### src/rtl/dividerunit.sv
// Sequential FP32 divider: 25-step restoring mantissa division, one quotient bit per clock,
// with a start/done handshake. Hidden bit always 1, truncation, NaN = {sign, FF, 000001}.
module dividerunit (
  input  logic        clk,
  input  logic        reset,
  input  logic        start,
  input  logic [31:0] dataA,
  input  logic [31:0] dataB,
  output logic        busy,
  output logic        done,
  output logic [31:0] dataR
);

  typedef enum logic [1:0] {
    IDLE,
    DIV,
    NORM
  } state_t;

  state_t       state_q, state_d;
  logic         sign_q, sign_d;
  logic [7:0]   ea_q, ea_d;
  logic [7:0]   eb_q, eb_d;
  logic [23:0]  mb_q, mb_d;
  logic [24:0]  r_q, r_d;
  logic [24:0]  q_q, q_d;
  logic [4:0]   count_q, count_d;
  logic         special_q, special_d;
  logic [31:0]  spec_res_q, spec_res_d;
  logic         done_q, done_d;
  logic [31:0]  data_r_q, data_r_d;

  // Operand classification on the live inputs; only used in IDLE when start is sampled.
  logic        sign_in;
  logic [7:0]  exp_a, exp_b;
  logic [22:0] frac_a, frac_b;
  logic        nan_a, nan_b, inf_a, inf_b, zero_a, zero_b;
  logic        is_special;
  logic [31:0] special_res;

  always_comb begin
    sign_in     = dataA[31] ^ dataB[31];
    exp_a       = dataA[30:23];
    exp_b       = dataB[30:23];
    frac_a      = dataA[22:0];
    frac_b      = dataB[22:0];
    nan_a       = (exp_a == 8'hFF) && (frac_a != '0);
    nan_b       = (exp_b == 8'hFF) && (frac_b != '0);
    inf_a       = (exp_a == 8'hFF) && (frac_a == '0);
    inf_b       = (exp_b == 8'hFF) && (frac_b == '0);
    zero_a      = (dataA[30:0] == '0);
    zero_b      = (dataB[30:0] == '0);
    is_special  = 1'b1;
    special_res = '0;
    if (nan_a || nan_b || (zero_a && zero_b) || (inf_a && inf_b)) begin
      special_res = {sign_in, 8'hFF, 23'h000001};
    end else if (inf_a || zero_b) begin
      special_res = {sign_in, 8'hFF, 23'h000000};
    end else if (zero_a || inf_b) begin
      special_res = {sign_in, 8'h00, 23'h000000};
    end else begin
      is_special = 1'b0;
    end
  end

  // Normalisation of the finished quotient.
  logic signed [9:0] exp_raw, exp_adj;
  logic [22:0]       frac_n;
  logic [31:0]       norm_res;

  always_comb begin
    exp_raw = $signed({2'b00, ea_q}) - $signed({2'b00, eb_q}) + 10'sd127;
    if (q_q[24]) begin
      frac_n  = q_q[23:1];
      exp_adj = exp_raw;
    end else begin
      frac_n  = q_q[22:0];
      exp_adj = exp_raw - 10'sd1;
    end
    if (exp_adj >= 10'sd255) begin
      norm_res = {sign_q, 8'hFF, 23'h000000};
    end else if (exp_adj <= 10'sd0) begin
      norm_res = {sign_q, 8'h00, 23'h000000};
    end else begin
      norm_res = {sign_q, exp_adj[7:0], frac_n};
    end
  end

  // One restoring step: remainder never exceeds 24 bits before the shift.
  logic        q_bit;
  logic [24:0] r_diff;

  always_comb begin
    r_diff = r_q - {1'b0, mb_q};
    q_bit  = (r_q >= {1'b0, mb_q});
  end

  always_comb begin
    state_d    = state_q;
    sign_d     = sign_q;
    ea_d       = ea_q;
    eb_d       = eb_q;
    mb_d       = mb_q;
    r_d        = r_q;
    q_d        = q_q;
    count_d    = count_q;
    special_d  = special_q;
    spec_res_d = spec_res_q;
    done_d     = 1'b0;
    data_r_d   = data_r_q;
    unique case (state_q)
      IDLE: begin
        if (start) begin
          sign_d = sign_in;
          ea_d   = exp_a;
          eb_d   = exp_b;
          mb_d   = {1'b1, frac_b};
          if (is_special) begin
            special_d  = 1'b1;
            spec_res_d = special_res;
            state_d    = NORM;
          end else begin
            special_d = 1'b0;
            r_d       = {2'b01, frac_a};
            q_d       = '0;
            count_d   = '0;
            state_d   = DIV;
          end
        end
      end
      DIV: begin
        if (q_bit) begin
          r_d = {r_diff[23:0], 1'b0};
        end else begin
          r_d = {r_q[23:0], 1'b0};
        end
        q_d     = {q_q[23:0], q_bit};
        count_d = count_q + 5'd1;
        if (count_q == 5'd24) begin
          state_d = NORM;
        end
      end
      NORM: begin
        data_r_d = special_q ? spec_res_q : norm_res;
        done_d   = 1'b1;
        state_d  = IDLE;
      end
      default: begin
        state_d = IDLE;
      end
    endcase
  end

  always_ff @(posedge clk) begin
    if (reset) begin
      state_q    <= IDLE;
      sign_q     <= 1'b0;
      ea_q       <= '0;
      eb_q       <= '0;
      mb_q       <= '0;
      r_q        <= '0;
      q_q        <= '0;
      count_q    <= '0;
      special_q  <= 1'b0;
      spec_res_q <= '0;
      done_q     <= 1'b0;
      data_r_q   <= '0;
    end else begin
      state_q    <= state_d;
      sign_q     <= sign_d;
      ea_q       <= ea_d;
      eb_q       <= eb_d;
      mb_q       <= mb_d;
      r_q        <= r_d;
      q_q        <= q_d;
      count_q    <= count_d;
      special_q  <= special_d;
      spec_res_q <= spec_res_d;
      done_q     <= done_d;
      data_r_q   <= data_r_d;
    end
  end

  assign busy  = (state_q != IDLE);
  assign done  = done_q;
  assign dataR = data_r_q;

endmodule

### config.mk
export PLATFORM = sky130hd
export DESIGN_NAME = dividerunit
export DESIGN_NICKNAME = d
export VERILOG_FILES = /design/src/rtl/dividerunit.sv
export SDC_FILE = /design/constraint.sdc
export NUM_CORES = 1
export LEC_CHECK = 0
export CAP_MARGIN = 20
export CORE_AREA = 2 2 118 120
export DETAILED_ROUTE_END_ITERATION = 10
export DIE_AREA = 0 0 120 122
export GPL_TIMING_DRIVEN = 0
export PLACE_DENSITY = 0.84
export SYNTH_ARGS = -nofsm -noshare
export SYNTH_HDL_FRONTEND = slang
export SYNTH_SLANG_ARGS = --single-unit
### constraint.sdc
create_clock -name clk -period 7.3 [get_ports clk]
set_input_delay 1.095 -clock clk [delete_from_list [all_inputs] [get_ports clk]]
set_output_delay 1.095 -clock clk [all_outputs]
set_load 0.03 [all_outputs]
# Yosys cells after proc, flatten, opt, wreduce, memory -nomap -nowiden
# Index checks and enable logic that the tools add are counted.
[totals] regBits=164 latchBits=0 ram_bits=0 mem_bits_ro=0 in_bits=67 memories=0
[op_classes] n_addsub=5 mul=0 div=0 n_lt_le_gt_ge=3 eq_ne=8 n_shift=0 n_mux=27 bitwise=1 n_reduce_logical=24
[op_table] operator="$mux 32" n=4
[op_table] operator="$mux 25" n=5
[op_table] operator="$pmux 25 s2" n=2
[op_table] operator="$logic_not 31->1" n=2
[op_table] operator="$mux 31" n=2
[op_table] operator="$logic_not 23->1" n=2
[op_table] operator="$reduce_bool 23->1" n=2
[op_table] operator="$ge 25x24->1" n=1
[op_table] operator="$sub 24x24->24" n=1
[op_table] operator="$mux 23" n=1
[op_table] operator="$eq 8x8->1 const B" n=2
[op_table] operator="$add 9x8->10 const B" n=1
[op_table] operator="$ge 10x9->1 const B" n=1
[op_table] operator="$le 10x1->1 const B" n=1
[op_table] operator="$mux 10" n=1
[op_table] operator="$mux 5" n=2
[op_table] operator="$pmux 5 s2" n=1
[op_table] operator="$sub 10x2->10 const B" n=1
[op_table] operator="$sub 8x8->9" n=1
[op_table] operator="$logic_and 1x1->1" n=6
[op_table] operator="$mux 2" n=3
[op_table] operator="$ne 2x2->1 const B" n=3
[op_table] operator="$reduce_and 3->1" n=2
[op_table] operator="$add 5x1->5 const B" n=1
[op_table] operator="10 further kinds" n=20

# Depth between registers and ports, before layout
# Gate-level depths: netlist of run 1.
[depth] word_depth=9 depth_mapped=17

# Worst setup path before layout of run 1
# OpenSTA, ideal clock, no wires.
[synth_path] kind="register to register" from="reg ea_q[0]" to="reg data_r_q[18], in the netlist dataR[18]" setup_time_ns=0.070 arrival_ns=3.385 required_ns=7.230 setup_slack_ns=3.844 stages_incl_launch_ff=16 synth_period_minus_slack_ns=3.456 path_cell_list="dfxtp_1 inv_1 ha_1 inv_1 fa_1 a211o_1 a311oi_2 o211a_1 a21oi_2 a32oi_1 a211oi_1 or2_4 a211o_1 clkbuf_2 or4_1 a21oi_1"
[synth_between] elab_chain_cells=8 word_cells_on_any_way=9 classes_between="3 x add/sub; 2 x order compare; 4 x mux"
[synth_lines] item="start, declared" line="22" text="logic [7:0] ea_q, ea_d;"
[synth_lines] item="start signal, assigned" line="158" text="ea_q <= '0;"
[synth_lines] item="start signal, assigned" line="171" text="ea_q <= ea_d;"
[synth_lines] item="$sub 8x8->9 *" line="72" text="exp_raw = $signed({2'b00, ea_q}) - $signed({2'b00, eb_q}) + 10'sd127;"
[synth_lines] item="$add 9x8->10 *" line="72"
[synth_lines] item="$sub 10x2->10" line="78" text="exp_adj = exp_raw - 10'sd1;"
[synth_lines] item="$mux 10 *" line="73" text="if (q_q[24]) begin"
[synth_lines] item="$le 10x1->1" line="82" text="end else if (exp_adj <= 10'sd0) begin"
[synth_lines] item="$mux 31" line="82"
[synth_lines] item="$mux 31 *" line="80" text="if (exp_adj >= 10'sd255) begin"
[synth_lines] item="$mux 32 *" line="144" text="data_r_d = special_q ? spec_res_q : norm_res;"
[synth_lines] item="end signal, assigned" line="180" text="data_r_q <= data_r_d;"
[synth_lines] item="end, declared" line="31" text="logic [31:0] data_r_q, data_r_d;"
# Mark *: on every way between the ends. The rest lies on a longest branch, timed or not.
# A chain may end at the register's enable or synchronous reset.

# Final worst setup path of run 1
[layout_path] from="reg ea_q[0]" to="reg data_r_q[14], in the netlist dataR[14]"
# The elaborated chain is that of the path after synthesis.

==> key figures, run 1 <==
STA
  • RSZ-0062 raised after global routing: no
  • Worst slew margin relative to its limit: 38.99%
  • Fmax: 0.2485 GHz
  • Worst hold slack: 0.4527 ns
  • Final worst path period need: 4.025 ns
  • Transition time of the tightest slew-check pin: 0.9082 ns
  • Final hold vios: 0
  • Period utilization: 55.13%
  • Clock skew after layout: 0.009910 ns
  • Setup violators final: 0
  • Total negative setup slack: 0 ns
  • Count of final max-slew check failures: 0

Power
  • Switching pwr: 978.9 uW
  • Sequential Power Share: 29.9%
  • Combinational fraction of design power: 36.5%
  • Pwr/cell area: 284.4 mW/mm^2
  • Leakage dissipation: 3.520 nW
  • Worst vdd ir: 0.1709 mV
  • Sum of internal, switching and leakage power: 2.754 mW
  • Internal power consumption: 1.775 mW
  • Relative contribution of the clock network to total power: 33.6%
  • Switch share: 35.55%

Clock tree
  • CTS sink count: 135
  • Bufs on Longest Clock Path: 2
  • TritonCTS Buffers: 17
  • Post-CTS sizing: 0
  • Hold buffer count at cts: 0
  • CTS tree: yes
  • Post CTS Setup Buffer Count: 0
  • Clock latency on the worst-skew pair: 0.42 ns
  • H-tree levels: 4
  • CTS clk-pin slew, worst paths: 0.06 ns
  • Clock Root Buffer: clkbuf_16

Detailed routing
  • Post-route antenna net violation count: 0
  • Via Count: 7984
  • Number of detailed-routing iterations run before antenna repair: 5
  • Final Routed Wirelength: 22800 um
  • Detail-routed net length per standard cell: 17.43 um
  • DR vias/cell: 6.104
  • Starting DRT DRC Count: 789
  • # DRC: 0

Global route
  • Grt ovf: 0
  • Number of global-route vias before repair: 7498
  • Number of antenna violations at the first check in global routing: 0
  • Wire length of the first global-routing pass: 36170 um
  • Maximum number of pins on one net before global-route repair: 17
  • All-layer global routing usage: 31.03%

Place
  • HPWL after detailed placement: 17040 um
  • Routability Congestion: 1.005
  • Total of buffers placed on input and output ports: 100
  • Placement-stage cell area: 0.009051 mm^2

Synthesis
  • Netlist area before placement: 0.007825 mm^2
  • Flops & latches, synth: 135
  • Synthesis warning total: 0
  • Mux contribution to synthesized area: 5.373%
  • Adder and majority gate portion of the synthesized area: 6.268%
  • Main synth FF type: dfxtp_1
  • Mean Syn Cell Area: 7.856 um^2
  • Combinational family with the most area after synthesis: compound AO/OA/AOI/OAI gates
  • Cell type contributing the most total cell area after synthesis: dfxtp_1
  • Fraction of the yosys area taken by sequential cells: 34.54%
  • Cells taking the most area after synthesis: dfxtp_1 (35%), nand2_1 (7.6%), a21oi_1 (7.0%)
  • Number of nets produced by synthesis: 1101
  • Share of the synthesized area in the top cell type: 34.54%
  • Post-synthesis cell type count: 69
  • Post-Syn Instances: 996
  • Ys async rst share: 0%
  • Top cell types by occurrence after synthesis: nand2_1 (158), dfxtp_1 (135), a21oi_1 (110)
  • Post-Synth XOR/XNOR Area: 3.965%
  • Compound-cell area share of the yosys netlist: 22.50%
  • Number of enable-type register cells in the synthesized netlist: 0
  • Most common cell in the synthesized netlist: nand2_1
  • Simple-gate area share of the yosys netlist: 22.27%

Floorplanning
  • Area of the core region: 0.01350 mm^2
  • Floorplan die height: 122 um
  • Row cnt: 43
  • Chip width: 120 um
  • Ports placed on the boundary: 101
  • DIE AREA: 0.01464 mm^2
  • Initial Util: 57.94%

Layout
  • Diodes inserted: 0
  • Fraction of final layout cells with drive strength greater than 1: 4.787%
  • Number of fill cells: 1062
  • Fin nets: 1220
  • Finished Cell Area: 0.009682 mm^2
  • Synthesis-to-layout area growth: 23.73%

Setup path
  • Cell depth of the worst flop-to-flop path: 15
  • Setup crit end kind: flip-flop
  • Critical path type: flip-flop to flip-flop
  • Data arrival time at the worst-slack endpoint: 4.37 ns
  • Setup crit start kind: flip-flop
  • Worst Path Max Fanout: 10
  • Req. time, crit path: 7.65 ns
  • Worst R2R Setup Slack: 3.28 ns

Hold path
  • Number of stages on the worst hold path: 2
  • Classification of the worst-slack hold path: flip-flop to flip-flop

Job
  • Max_cap viols: 0

Status
  • Run status: completed
==> final timing paths <==
check                           end             startpoint
min reg2reg   mb_q[13]$_SDFFE_PP0P_  mb_q[13]$_SDFFE_PP0P_
max          dataR[14]$_SDFFE_PP0P_   ea_q[0]$_SDFFE_PP0P_
max reg2reg  dataR[14]$_SDFFE_PP0P_   ea_q[0]$_SDFFE_PP0P_
min           mb_q[13]$_SDFFE_PP0P_  mb_q[13]$_SDFFE_PP0P_
==> sequential cells by signal, indices dropped and copies added (netlist names) <==
register	flops
q_q	25
eb_q	8
r_q	25
done	1
special_q	1
ea_q	8
count_q	5
spec_res_q	3
state_q	2
dataR	32
sign_q	1
mb_q	24
==> layer usage <==
| layer | routed length (um) | vias to the layer above | track usage [%] | share of wire [%] |
|---|---|---|---|---|
| li1 | - | 3833 | - | - |
| met2 | 10670 | 355 | 52.24 | 47 |
| met4 | 566 | 0 | 11.69 | 2.5 |
| met3 | 1673 | 45 | 5.103 | 7.3 |
| met1 | 9890 | 3751 | 40.04 | 43 |
| met5 | 0 | - | 0 | 0 |
==> cell usage in the layout (no fill, tap or decap), types with 21 or more instances in the layout <==
cell	count
a21oi_1	110
clkbuf_1	50
mux2i_1	33
nand2_1	158
ha_1	36
dfxtp_1	135
clkdlybuf4s50_1	100
nor2_1	75
o21ai_0	40
inv_1	50
or4_1	21
a22oi_1	39
==> kinds of logic (layout without fill, tap and decap cells) <==
logic type      Yosys count  after routing
buf+inv                 103            235
xor+xnor                 33             33
flops                   135            135
simple gates            369            369
fa+ha+maj                38             38
mux                      41             41
compound gates          277            277
==> worst max-delay path, stage by stage (launching register included) <==
cell	delay (ns)
dfxtp_1	0.31
inv_1	0.06
ha_1	0.15
inv_1	0.05
fa_1	0.45
a211o_1	0.32
a311oi_2	0.35
o211ai_1	0.25
nor3_1	0.24
a32oi_1	0.16
a21oi_2	0.16
xnor2_1	0.21
and4b_1	0.30
clkbuf_1	0.21
or4_1	0.55
a21oi_1	0.17
==> cell type report <==
type | instances | area (um^2) | area share [%]
Sequential cell | 135 | 2703 | 27.91
Timing Repair Buffer | 100 | 1001 | 10.34
Tap cell | 180 | 225.2 | 2.326
Buffer | 53 | 210.2 | 2.171
Inverter | 50 | 187.7 | 1.938
Clock inverter | 11 | 170.2 | 1.758
Clock buffer | 21 | 460.4 | 4.756
Multi-Input combinational cell | 758 | 4725 | 48.80
==> metrics by stage <==
step	util (%)	instances	setup WS, ns
CTS	71.69	1308	3.311
detailed placement	67.02	1276	3.039
finish	71.69	1308	3.275
global placement	67.02	1276	3.114
floorplan	-	996	3.844
global route	71.69	1308	3.014
==> power by group through the flow <==
stage	sequential [mW]	clock, mW	combinational [mW]
floorplan	0.832	0	0.721
global placement	0.836	0	0.955
detailed placement	0.838	0	0.970
CTS	0.822	0.926	0.983
global route	0.827	0.963	1.10
finish	0.824	0.926	1.00
(Power assumes the default switching activity.)
==> run 2, diff against run 1 <==
CORE_AREA = 2 2 127 129   (was 2 2 118 120)
DIE_AREA = 0 0 129 131   (was 0 0 120 122)
PLACE_DENSITY = 0.77   (was 0.84)
clock period = 3.31 ns   (was 7.3 ns; I/O delays follow)
==> run 2 against run 1 <==
The flow now finishes with violations (negative setup slack). Total power is 140% higher. Via count up 0.79%. First-iteration DRC count fell by 13%. Utilization shrank 5.7 points. Final area grew 6.2%. Clock power up 120%. Worst hold slack about the same. Sequential share of layout area down 1.6 points. Combinational power rose to 2.7 times the previous value. Cell count rose by 4.6%. Count of clock-buffer cells in the layout up 1. Critical path depth grew 2. Critical path type unchanged. Largest power group unchanged.
==> key figures, run 2 (synthesis gave the netlist of run 1 again) <==
STA
  • Transition time of the tightest slew-check pin: 0.6907 ns
  • Final worst setup slack: -0.6721 ns
  • Period utilization: 120.3%
  • Clock skew after layout: 0.009517 ns
  • RSZ-0062 raised after global routing: yes
  • Fmax: 0.2511 GHz
  • Worst hold slack: 0.4525 ns
  • Final hold vios: 0
  • Count of final max-slew check failures: 0
  • Final worst path period need: 3.982 ns
  • Setup violators final: 30
  • Worst slew margin relative to its limit: 53.95%

Place
  • Placement-stage cell area: 0.009100 mm^2
  • Routability Congestion: 0.9352
  • HPWL after detailed placement: 16770 um
  • Post-Place Setup Slack: -0.5321 ns
  • Count of placed standard cells including taps: 1312
  • Total of buffers placed on input and output ports: 100

Floorplanning
  • Area of the core region: 0.01560 mm^2
  • Chip width: 129 um
  • DIE AREA: 0.01690 mm^2
  • Floorplan die height: 131 um
  • Initial Util: 50.17%
  • Ports placed on the boundary: 101
  • Row cnt: 46

Layout
  • Number of fill cells: 1274
  • Finished Cell Area: 0.01029 mm^2
  • Number of flip-flops under the largest register name: 32
  • Post-route insts no fill: 1368
  • Fin nets: 1244
  • Fraction of final layout cells with drive strength greater than 1: 12.24%
  • Commonest non-fill, non-tap cells in the layout: nand2_1 (156), dfxtp_1 (133), clkdlybuf4s50_1 (100)
  • Multi-input logic area: 0.005027 mm^2
  • Register Area: 0.002705 mm^2
  • Diodes inserted: 0
  • Most common cell after layout, fill and taps aside: nand2_1
  • Synthesis-to-layout area growth: 31.45%

Clock tree
  • TritonCTS Buffers: 17
  • H-tree levels: 4
  • CTS sink count: 135
  • Bufs on Longest Clock Path: 2
  • Clock Root Buffer: clkbuf_16
  • CTS clk-pin slew, worst paths: 0.06 ns
  • Clock latency on the worst-skew pair: 0.43 ns
  • CTS tree: yes

Power
  • Relative contribution of the clock network to total power: 30.7%
  • Internal power consumption: 4.159 mW
  • Switching pwr: 2.360 mW
  • Leakage dissipation: 3.740 nW
  • Sequential Power Share: 27.8%
  • Sum of internal, switching and leakage power: 6.519 mW
  • Combinational fraction of design power: 41.4%
  • Worst vdd ir: 0.4324 mV
  • Pwr/cell area: 633.7 mW/mm^2
  • Switch share: 36.21%

Detailed routing
  • Starting DRT DRC Count: 686
  • Final Routed Wirelength: 23970 um
  • Via Count: 8047
  • Detail-routed net length per standard cell: 17.52 um
  • Number of detailed-routing iterations run before antenna repair: 5
  • # DRC: 0
  • Post-route antenna net violation count: 0
  • DR vias/cell: 5.882

Setup path
  • Critical path's largest stage delay: 0.47 ns
  • Setup crit end kind: flip-flop
  • Data arrival time at the worst-slack endpoint: 4.33 ns
  • Req. time, crit path: 3.66 ns
  • Top Family by Delay on Critical Path: compound AO/OA/AOI/OAI gates
  • Critical path type: flip-flop to flip-flop
  • Setup crit start kind: flip-flop
  • Worst Path Max Fanout: 5
  • Crit path cell chain: inv_2, ha_4, inv_2, fa_2, a211o_1, a311oi_2, buf_4, o211a_1, a221oi_1, a31oi_1, buf_4, a211oi_2, or2_4, a211o_4, clkbuf_8, or4_1, a21oi_1
  • Crit-path slowest cell: or4_1
  • Combined buffer and inverter count along the critical path: 5
  • Worst R2R Setup Slack: -0.67 ns

Global route
  • Wire length of the first global-routing pass: 37120 um
  • Number of antenna violations at the first check in global routing: 0
  • Grt ovf: 0
  • Number of global-route vias before repair: 7509
  • All-layer global routing usage: 27.91%
  • Maximum number of pins on one net before global-route repair: 17

Hold path
  • Classification of the worst-slack hold path: flip-flop to flip-flop

Status
  • Run status: complete, but fails checks
  • Violations in the final reports: negative setup slack

Job
  • Max_cap viols: 0
## run 2: changes by cell type in the layout (fill, tap and decap cells not counted), moves of 3 or more
cell and change:
buf_4 +16, a211oi_1 -4, or4_1 -11, or4_4 +11
buf_6 +7, clkbuf_2 +4, a211oi_2 +3, clkbuf_1 -9
clkbuf_8 +6, xnor2_1 -4, a21oi_2 +11, a21oi_1 -11
## run 2: cell type report
type	instances	area share [%]
multi-input cells	758	48.87
flip-flops and latches	135	26.30
repair buffers	124	11.82
clock buffers	22	4.707
well taps	216	2.627
plain buffers	53	2.469
inverters	50	1.825
clock inverters	10	1.375
## run 2: path summary, 6_finish.rpt
| check | startpoint | cells past startpoint | end |
|---|---|---|---|
| min reg2reg | eb_q[6]$_SDFFE_PP0P_ | 2 | eb_q[6]$_SDFFE_PP0P_ |
| min | eb_q[6]$_SDFFE_PP0P_ | 2 | eb_q[6]$_SDFFE_PP0P_ |
| max reg2reg | ea_q[0]$_SDFFE_PP0P_ | 17 | dataR[13]$_SDFFE_PP0P_ |
| max | ea_q[0]$_SDFFE_PP0P_ | 17 | dataR[13]$_SDFFE_PP0P_ |
## run 2: layer usage
layer | wire [um] | GRT usage, % | vias up
li1 | - | - | 3893
met1 | 10540 | 37.00 | 3765
met2 | 11140 | 44.94 | 327
met3 | 1540 | 5.619 | 62
met4 | 748 | 10.93 | 0
met5 | 0 | 0 | -
## run 2: power by group through the flow
| stage | combinational, mW | sequential [mW] | clock (mW) |
|---|---|---|---|
| detailed placement | 2.13 | 1.85 | 0 |
| global placement | 2.10 | 1.84 | 0 |
| finish | 2.70 | 1.82 | 2.00 |
| CTS | 2.45 | 1.81 | 2.01 |
| global route | 2.91 | 1.82 | 2.10 |
| floorplan | 1.59 | 1.83 | 0 |
## run 2: per-stage QoR
| stage | TNS (ns) | utilization [%] |
|---|---|---|
| floorplan | -1.866 | - |
| CTS | -9.315 | 64.71 |
| finish | -16.00 | 65.95 |
| global route | -18.11 | 65.95 |
| global placement | -20.49 | 58.34 |
| detailed placement | -23.80 | 58.34 |
## run 2: worst register-to-register path, cell delays in order (launching register included)
cell and delay, ns:
dfxtp_2 0.32, inv_2 0.06, ha_4 0.13, inv_2 0.03, fa_2 0.37, a211o_1 0.32, a311oi_2 0.34, buf_4 0.18
o211a_1 0.20, a221oi_1 0.10, a31oi_1 0.23, buf_4 0.17, a211oi_2 0.07, or2_4 0.25, a211o_4 0.32, clkbuf_8 0.18
or4_1 0.47, a21oi_1 0.17
## run 2: timing repair
item,CTS,global route
gates resized for setup,54,42
pin swaps,41,20
setup buffers,13,8
endpoints found under the setup margin,51,55
hold buffers,0,0
cloned,4,0
==> run 3, diff against run 2 <==
CORE_AREA = 2 2 114 144   (was 2 2 127 129)
DIE_AREA = 0 0 116 146   (was 0 0 129 131)
==> run 3 against run 2 <==
The flow still finishes with violations (negative setup slack). Total power decreased by 4.2%. First-iteration DRC count is 8.6% higher. Critical path type unchanged. Worst hold slack better by 0.0010 ns. Setup slack better by 0.096 ns. Final area down 1.5%. Clock power fell by 6%. Utilization shrank 0.33 points. Non-clock buffer count is 4 lower. Sequential power about the same. Clock skew up 0.0012 ns. Critical path depth fell by 1. Critical endpoint is now dataR[9]$_SDFFE_PP0P_.
==> key figures, run 3 (synthesis gave the netlist of run 1 again) <==
Global route
  • Maximum number of pins on one net before global-route repair: 17
  • Wire length of the first global-routing pass: 36520 um
  • Grt ovf: 0
  • All-layer global routing usage: 27.23%
  • Number of global-route vias before repair: 7493
  • Number of antenna violations at the first check in global routing: 0

Status
  • Violations in the final reports: negative setup slack
  • Run status: complete, but fails checks

Detailed routing
  • Final Routed Wirelength: 23000 um
  • DR vias/cell: 5.843
  • # DRC: 0
  • Met3 routed wirelength: 1536 um
  • Via Count: 7946
  • Highest routed metal layer: met4
  • Met2 wire len: 11470 um
  • Met1 Wirelength: 9031 um
  • Number of detailed-routing iterations run before antenna repair: 6
  • Detail-routed net length per standard cell: 16.91 um
  • Starting DRT DRC Count: 745
  • Post-route antenna net violation count: 0

Layout
  • Number of flip-flops under the largest register name: 32
  • Synthesis-to-layout area growth: 29.48%
  • Fin nets: 1240
  • Fraction of final layout cells with drive strength greater than 1: 11.67%
  • Most common cell after layout, fill and taps aside: nand2_1
  • Number of fill cells: 1312
  • End-of-flow core utilization: 65.61%
  • Diodes inserted: 0
  • Commonest non-fill, non-tap cells in the layout: nand2_1 (158), dfxtp_1 (133), clkdlybuf4s50_1 (100)

Power
  • Leakage dissipation: 3.677 nW
  • Pwr/cell area: 616.5 mW/mm^2
  • Worst vdd ir: 0.4306 mV

STA
  • Period utilization: 117.4%
  • Final worst path period need: 3.886 ns
  • Final hold vios: 0
  • Transition time of the tightest slew-check pin: 0.7566 ns
  • Final worst setup slack: -0.5759 ns
  • Count of final max-slew check failures: 0
  • Worst hold slack: 0.4535 ns
  • Clock skew after layout: 0.01076 ns
  • Setup violators final: 30
  • RSZ-0062 raised after global routing: yes
  • Fmax: 0.2573 GHz
  • Worst slew margin relative to its limit: 49.56%

Clock tree
  • H-tree levels: 4
  • CTS sink count: 135
  • Clock Root Buffer: clkbuf_16
  • Clock latency on the worst-skew pair: 0.43 ns
  • CTS clk-pin slew, worst paths: 0.07 ns
  • Bufs on Longest Clock Path: 2
  • TritonCTS Buffers: 17
  • CTS tree: yes

Setup path
  • Req. time, crit path: 3.67 ns
  • Worst R2R Setup Slack: -0.58 ns
  • Crit-path slowest cell: fa_2
  • Crit path cell chain: inv_2, ha_4, inv_2, fa_2, inv_1, ha_1, o21ai_2, o21ai_0, o311ai_2, nand3_1, o211ai_1, xor2_2, a211o_4, buf_4, or4_1, a21oi_2
  • Data arrival time at the worst-slack endpoint: 4.25 ns
  • Setup crit end kind: flip-flop
  • Critical path type: flip-flop to flip-flop
  • Setup crit start kind: flip-flop
  • CP most frequent cell: inv_2
  • Worst Path Max Fanout: 5
  • Cell depth of the worst flop-to-flop path: 16
  • Critical path's largest stage delay: 0.52 ns

Hold path
  • Number of stages on the worst hold path: 2
  • Classification of the worst-slack hold path: flip-flop to flip-flop

Floorplanning
  • Chip width: 116 um
  • Row cnt: 51
  • Floorplan die height: 146 um
  • Area of the core region: 0.01544 mm^2
  • DIE AREA: 0.01694 mm^2
  • Initial Util: 50.67%
  • Ports placed on the boundary: 101

Job
  • Max_cap viols: 0

Place
  • HPWL after detailed placement: 16460 um
  • Total of buffers placed on input and output ports: 100
  • Routability Congestion: 0.9113
run 3: cell types whose count changed in the layout (fill, tap and decap cells not counted), sizes merged:
cell / change
bufinv: -2
clkbuf: -2
inv: +6
clkinvlp: +2
buf: -5
clkinv: -3
run 3: worst paths after layout:
path / end / startpoint
max reg2reg: dataR[9]$_SDFFE_PP0P_ / ea_q[0]$_SDFFE_PP0P_
max: dataR[9]$_SDFFE_PP0P_ / ea_q[0]$_SDFFE_PP0P_
min reg2reg: dataR[6]$_SDFFE_PP0P_ / dataR[6]$_SDFFE_PP0P_
min: dataR[6]$_SDFFE_PP0P_ / dataR[6]$_SDFFE_PP0P_
run 3: area by class of cell:
| cell class | count | area, um^2 | area share [%] |
|---|---|---|---|
| Buffer | 53 | 256.5 | 2.531 |
| Clock buffer | 19 | 452.9 | 4.470 |
| Clock inverter | 13 | 132.6 | 1.309 |
| Inverter | 50 | 187.7 | 1.852 |
| Multi-Input combinational cell | 758 | 4965 | 49.00 |
| Sequential cell | 135 | 2708 | 26.72 |
| Tap cell | 212 | 265.3 | 2.618 |
| Timing Repair Buffer | 120 | 1165 | 11.50 |
run 3: through the flow:
stage | power [mW] | TNS [ns] | instance area [um^2] | worst slack [ns] | instances
3_5_place_dp | 3.971 | -26.26 | 9095 | -0.6110 | 1308
4_1_cts | 6.080 | -10.70 | 10010 | -0.4643 | 1354
5_1_grt | 6.550 | -19.19 | 10130 | -0.7255 | 1360
2_1_floorplan | 3.426 | -1.866 | 7829 | -0.09975 | 996
6_report | 6.246 | -14.32 | 10130 | -0.5759 | 1360
3_3_place_gp | 3.942 | -23.29 | 9095 | -0.5497 | 1308
run 3: critical path, delay by kind of cell, from the launching register on:
kind	cells	cell delay, ns
flip-flops	1	0.32
buffers and inverters	4	0.32
AO/OA/AOI/OAI	6	1.40
adder cells (fa/ha/maj)	3	0.93
XOR/XNOR	1	0.17
AND/OR/NAND/NOR	2	0.69
run 3: what timing repair did:
action	in CTS	in global routing
pin swaps	36	14
setup endpoints to repair	51	65
hold buffers	0	0
gates cloned	4	0
gates resized for setup	55	28
buffers inserted	10	6
run 3: power by group:
part           internal (mW)  switching, mW  total [mW]
Clock                   1.09          0.787        1.88
Sequential              1.73         0.0851        1.81
Combinational           1.09           1.46        2.56
run 3: routing by layer:
layer  vias up  track usage (%)
met4         0            14.35
met1      3657            32.01
met3        68            4.748
met2       351            46.61
met5         -                0
li1       3870                -
